**src/rtl/alu_pkg.sv**
```systemverilog
// Opcode constants and small opcode helpers shared by the 16-bit alu and its multi-precision sequencer.
package alu_pkg;

  localparam logic [2:0] ALU_ADD  = 3'd0;
  localparam logic [2:0] ALU_ADDC = 3'd1;
  localparam logic [2:0] ALU_SUB  = 3'd2;
  localparam logic [2:0] ALU_SUBB = 3'd3;
  localparam logic [2:0] ALU_MOD  = 3'd4;
  localparam logic [2:0] ALU_AND  = 3'd5;
  localparam logic [2:0] ALU_OR   = 3'd6;
  localparam logic [2:0] ALU_XOR  = 3'd7;

  // Upper slices must consume the carry/borrow produced by the slice below.
  function automatic logic [2:0] chain_op(input logic [2:0] op);
    case (op)
      ALU_ADD: chain_op = ALU_ADDC;
      ALU_SUB: chain_op = ALU_SUBB;
      default: chain_op = op;
    endcase
  endfunction

  function automatic logic is_arith(input logic [2:0] op);
    is_arith = (op == ALU_ADD) || (op == ALU_ADDC) || (op == ALU_SUB) || (op == ALU_SUBB);
  endfunction

endpackage

```
**src/rtl/mp_alu_seq.sv**
```systemverilog
// Multi-precision sequencer: walks WORDS 16-bit slices through the shared alu, LS slice first.
// done WORDS+1 edges after accept; start is dropped (not queued) while busy.
module mp_alu_seq
  import alu_pkg::*;
#(
  parameter int WORDS = 4
) (
  input  logic               clk,
  input  logic               rst,
  input  logic               start,
  input  logic [2:0]         op,
  input  logic [WORDS*16-1:0] a_in,
  input  logic [WORDS*16-1:0] b_in,
  input  logic               c_in,
  output logic               busy,
  output logic               done,
  output logic               err,
  output logic [WORDS*16-1:0] result,
  output logic               carry_out,
  output logic [15:0]        alu_a,
  output logic [15:0]        alu_b,
  output logic [2:0]         alu_op,
  output logic               alu_c_in,
  input  logic [15:0]        alu_out,
  input  logic               alu_c_out
);

  localparam int W  = WORDS * 16;
  localparam int CW = $clog2(WORDS);

  typedef enum logic [1:0] {S_IDLE, S_RUN, S_DRAIN} state_e;

  state_e          state_q, state_d;
  logic [CW-1:0]   cnt_q, cnt_d;
  logic [W-1:0]    a_q, a_d, b_q, b_d, result_q, result_d;
  logic [2:0]      op_q, op_d;
  logic            cin_q, cin_d, busy_q, busy_d, done_q, done_d;
  logic            err_q, err_d, carry_q, carry_d;

  always_comb begin
    state_d  = state_q;
    cnt_d    = cnt_q;
    a_d      = a_q;
    b_d      = b_q;
    op_d     = op_q;
    cin_d    = cin_q;
    busy_d   = busy_q;
    done_d   = 1'b0;
    err_d    = err_q;
    result_d = result_q;
    carry_d  = carry_q;
    case (state_q)
      S_IDLE: begin
        if (start) begin
          a_d   = a_in;
          b_d   = b_in;
          op_d  = op;
          cin_d = c_in;
          cnt_d = '0;
          err_d = 1'b0;
          // The modulo opcode has no multi-precision meaning: reject on the accept edge without touching the alu.
          if (op == ALU_MOD) begin
            done_d = 1'b1;
            err_d  = 1'b1;
          end else begin
            busy_d  = 1'b1;
            state_d = S_RUN;
          end
        end
      end
      S_RUN: begin
        for (int k = 1; k < WORDS; k++) begin
          if (cnt_q == CW'(k)) result_d[16*(k-1) +: 16] = alu_out;
        end
        if (cnt_q == CW'(WORDS - 1)) state_d = S_DRAIN;
        else                         cnt_d   = cnt_q + 1'b1;
      end
      S_DRAIN: begin
        result_d[W-16 +: 16] = alu_out;
        carry_d = is_arith(op_q) ? alu_c_out : 1'b0;
        done_d  = 1'b1;
        busy_d  = 1'b0;
        state_d = S_IDLE;
      end
      default: state_d = S_IDLE;
    endcase
  end

  // Slice mux to the alu; carry chains combinationally from the alu's registered carry.
  always_comb begin
    alu_a    = '0;
    alu_b    = '0;
    alu_op   = '0;
    alu_c_in = 1'b0;
    if (state_q == S_RUN) begin
      for (int k = 0; k < WORDS; k++) begin
        if (cnt_q == CW'(k)) begin
          alu_a = a_q[16*k +: 16];
          alu_b = b_q[16*k +: 16];
        end
      end
      alu_op   = (cnt_q == '0) ? op_q  : chain_op(op_q);
      alu_c_in = (cnt_q == '0) ? cin_q : alu_c_out;
    end
  end

  always_ff @(posedge clk) begin
    if (rst) begin
      state_q  <= S_IDLE;
      cnt_q    <= '0;
      a_q      <= '0;
      b_q      <= '0;
      op_q     <= '0;
      cin_q    <= 1'b0;
      busy_q   <= 1'b0;
      done_q   <= 1'b0;
      err_q    <= 1'b0;
      result_q <= '0;
      carry_q  <= 1'b0;
    end else begin
      state_q  <= state_d;
      cnt_q    <= cnt_d;
      a_q      <= a_d;
      b_q      <= b_d;
      op_q     <= op_d;
      cin_q    <= cin_d;
      busy_q   <= busy_d;
      done_q   <= done_d;
      err_q    <= err_d;
      result_q <= result_d;
      carry_q  <= carry_d;
    end
  end

  assign busy      = busy_q;
  assign done      = done_q;
  assign err       = err_q;
  assign result    = result_q;
  assign carry_out = carry_q;

endmodule

```
**config.mk**
```make
export PLATFORM = sky130hd
export DESIGN_NAME = mp_alu_seq
export DESIGN_NICKNAME = d
export VERILOG_FILES = /design/src/rtl/alu_pkg.sv /design/src/rtl/mp_alu_seq.sv
export SDC_FILE = /design/constraint.sdc
export NUM_CORES = 1
export LEC_CHECK = 0
export ABC_AREA = 0
export CAP_MARGIN = 10
export CORE_MARGIN = 2
export CORE_UTILIZATION = 45
export CTS_CLUSTER_SIZE = 14
export DETAILED_ROUTE_END_ITERATION = 10
export GPL_TIMING_DRIVEN = 0
export PLACE_DENSITY = 0.82
export SLEW_MARGIN = 30
export SYNTH_ARGS = -nofsm -noshare
export SYNTH_HDL_FRONTEND = slang
export SYNTH_SLANG_ARGS = --single-unit
```
**constraint.sdc**
```tcl
create_clock -name clk -period 2.6 [get_ports clk]
set_input_delay 0.52 -clock clk [delete_from_list [all_inputs] [get_ports clk]]
set_output_delay 0.52 -clock clk [all_outputs]
set_load 0.05 [all_outputs]
```
==> flow_metrics.py <==
metrics = {
    "global_routing": {
        "number_of_global_route_vias_before_repair": 8243,
        "grt_remaining_overflow": 0,
        "grt_pass1_wl_um": 43400,
        "grt_use_total_pct": 27.6,
        "largest_net_degree_at_the_start_of_global_routing": 15,
        "grt_antenna_before_repair": 0,
    },
    "route": {
        "drt_drc_violations_left": 0,
        "detailroute.via_count": 9215,
        "avgViaCountPerCell": 5.67,
        "antenna_violating_nets_left": 0,
        "dr.pass1.iters": 6,
        "drt_iter0_drc": 929,
        "wl_um": 31200,
        "avgRoutedWirePerCell_um": 19.2,
    },
    "sta": {
        "finalCriticalPeriod_ns": 2.64,
        "fin_hold_ws_ns": 0.450,
        "final-hold-violation-count": 0,
        "slew-limit-headroom_pct": 53.2,
        "timing_max_transition_violations_final": 0,
        "period_share_pct": 102,
        "finalSetupViolations": 13,
        "rsz_0062_raised_after_global_routing": "true",
        "clock_skew_ns": 0.0189,
        "final.setup.worst_slack_ns": -0.0443,
        "tightestPinTransition_ns": 0.701,
        "max_freq_mhz": 378,
    },
    "pwr": {
        "pnr_total_power_mw": 7.64,
        "power.static_leakage_nw": 4.77,
        "power.ir.vdd_worst_uv": 386,
        "power_per_cell_area_nw_per_um2": 599,
    },
    "placed_design": {
        "dpl_cell_area_sq_um": 11200,
        "gp_congestion": 0.914,
        "dp.cells": 1572,
        "detailed_place_hpwl_um": 21200,
        "io_buf_count": 254,
    },
    "layout": {
        "fillers": 1379,
        "layout-drive-gt1-share_pct": 17.8,
        "area_delta_synth_final_pct": 51.9,
        "final_core_utilization_pct": 70.3,
        "final_cell_area_sq_um": 12800,
        "diodes": 0,
        "fin_nets": 1538,
        "final_cells": 1624,
    },
    "setup_path": {
        "critical-path-top-delay-family": "compound AO/OA/AOI/OAI gates",
        "critPathSlowestCell": "sky130_fd_sc_hd__dfxtp_4",
        "timing_worst_setup_path_type": "register to primary output",
        "timing.critical_path.slowest_cell_delay_ns": 0.38,
        "arrival_ns": 2.12,
        "required_ns": 2.08,
        "worstPathBufferInverterCount": 4,
        "critPathLaunchType": "register",
        "r2r_setup_slack_ns": 0.76,
        "path_common_cell": "sky130_fd_sc_hd__buf_12",
        "cp_max_fo": 10,
        "critical_path.endpoint_type": "primary output",
        "series_of_cell_instances_along_the_critical_path": "inv_4, ha_4, buf_12, buf_12, a21oi_2, o21ai_1, a32o_2, buf_6",
    },
    "flow_run": {
        "maxCapViolCount": 0,
    },
    "synthesis": {
        "syn-instance-count": 1089,
        "async_flop_share_pct": 0,
        "postSynth.topFlopCell": "sky130_fd_sc_hd__dfxtp_1",
        "synth_seq_area_share_pct": 48.7,
        "synthesis.area_per_instance_sq_um": 7.71,
        "synth_seq_cells": 204,
        "synth-edff-count": 0,
        "synth.cell_area_sq_um": 8390,
        "yosys.cell_types.count": 28,
        "yosys_warnings": 0,
        "synthesis.nets": 1245,
    },
    "die": {
        "floorplan.rows": 49,
        "die_width_um": 141,
        "top_level_ports": 256,
        "die_h_um": 141,
        "floorplan.initialDensity_pct": 46.2,
        "total_die_area_sq_um": 19800,
        "coreArea_sq_um": 18100,
    },
    "hold_path": {
        "min_path_type": "register to register",
    },
    "clocking": {
        "worst_skew_pair.late_latency_ns": 0.51,
        "cts_max_level": 1,
        "worst_setup_hold_path_clk_slew_ns": 0.06,
        "numCtsBuffers": 21,
        "clkSinkCount": 204,
        "max-clock-path-buffers": 3,
        "cts_root_buffer": "sky130_fd_sc_hd__clkbuf_16",
        "tritoncts": "yes",
    },
    "outcome": {
        "outcome": "complete, but fails checks",
        "violations": "setup timing",
    },
}
sequential cells by signal, summed over array words and instances (netlist names), 2 cells and up:
register,count
a_q,64
cnt_q,2
state_q,2
b_q,64
result,64
op_q,3
final timing paths:
path	from	endpoint	cells past startpoint
max	cnt_q[1]	alu_a[3]	8
min	b_q[36]	b_q[36]	2
max reg2reg	cnt_q[1]	result[6]	8
min reg2reg	b_q[36]	b_q[36]	2
worst register-to-register path, cell delays in order, from the launching register on:
cell and delay [ns]:
sky130_fd_sc_hd__dfxtp_4 0.38, sky130_fd_sc_hd__inv_4 0.05, sky130_fd_sc_hd__ha_4 0.18, sky130_fd_sc_hd__clkbuf_16 0.16, sky130_fd_sc_hd__buf_4 0.13, sky130_fd_sc_hd__nand3b_1 0.31
sky130_fd_sc_hd__buf_2 0.31, sky130_fd_sc_hd__nand2_1 0.08, sky130_fd_sc_hd__a21oi_1 0.15
layout make-up:
| class | instances | area (sq um) | area share, % |
|---|---|---|---|
| well taps | 229 | 287 | 2.25 |
| clock inverters | 5 | 53.8 | 0.422 |
| plain buffers | 92 | 738 | 5.79 |
| multi-input cells | 790 | 4120 | 32.3 |
| flip-flops and latches | 204 | 4090 | 32.1 |
| clock buffers | 31 | 613 | 4.81 |
| inverters | 3 | 16.3 | 0.128 |
| repair buffers | 270 | 2830 | 22.2 |
per-stage QoR:
| step | setup TNS [ns] | setup WS [ns] |
|---|---|---|
| floorplan | 0 | 0.296 |
| global placement | -13.90 | -0.586 |
| detailed placement | -14.21 | -0.563 |
| CTS | -0.0608 | -0.0316 |
| global route | -1.01 | -0.0789 |
| finish | -0.252 | -0.0443 |
placed cells by master, fill, tap and decap left out, drive strengths merged, types with 2 or more instances in the layout:
cell / count
nand3b: 5
nor2b: 3
a211oi: 2
nand2: 429
ha: 4
a21oi: 231
a32o: 32
nor2: 3
dfxtp: 204
inv: 4
nor3b: 3
clkdlybuf4s15: 2
nand2b: 34
o21ai: 32
and3b: 3
buf: 113
or3b: 2
clkdlybuf4s50: 218
and2: 2
clkinv: 3
clkbuf: 59
where the power goes:
group | switching, mW | leakage, nW | internal (mW) | total, mW
logic | 0.715 | 2.78 | 0.588 | 1.30
clock network | 1.25 | 0.331 | 1.73 | 2.97
registers | 0.101 | 1.67 | 3.27 | 3.37
total | 2.06 | 4.77 | 5.58 | 7.64
metal layers:
metal | GRT usage [%] | up-vias | wire (um)
met1 | 36.4 | 4230 | 11800
met3 | 5.33 | 142 | 3320
li1 | - | 4190 | -
met2 | 45.6 | 653 | 14400
met4 | 9.42 | 0 | 1630
met5 | 0 | - | 0
cells in the mapped netlist, types with 4 or more instances:
cell | count | area share (%)
sky130_fd_sc_hd__a21oi_1 | 215 | 13
sky130_fd_sc_hd__a21oi_2 | 16 | 1.7
sky130_fd_sc_hd__a32o_1 | 32 | 3.8
sky130_fd_sc_hd__buf_1 | 7 | 0.31
sky130_fd_sc_hd__buf_2 | 32 | 1.9
sky130_fd_sc_hd__buf_4 | 13 | 1.2
sky130_fd_sc_hd__buf_6 | 11 | 1.5
sky130_fd_sc_hd__clkbuf_1 | 29 | 1.3
sky130_fd_sc_hd__dfxtp_1 | 204 | 49
sky130_fd_sc_hd__ha_1 | 4 | 0.60
sky130_fd_sc_hd__nand2_1 | 429 | 19
sky130_fd_sc_hd__nand2b_1 | 34 | 2.5
sky130_fd_sc_hd__nand3b_1 | 5 | 0.45
sky130_fd_sc_hd__o21ai_0 | 32 | 1.9
repair_timing:
item	in CTS	in global routing
buffers inserted	4	7
pin swaps	10	45
gates resized for setup	328	130
endpoints found under the setup margin	36	34
hold buffers	0	0
gates cloned	0	5
logic make-up after synthesis:
family | synth area share [%]
compound gates | 20.6
buf+inv | 6.29
flops | 48.7
fa+ha+maj | 0.596
simple gates | 23.7
mux | 0.119
Note: power is estimated with default switching activity, not from simulation.
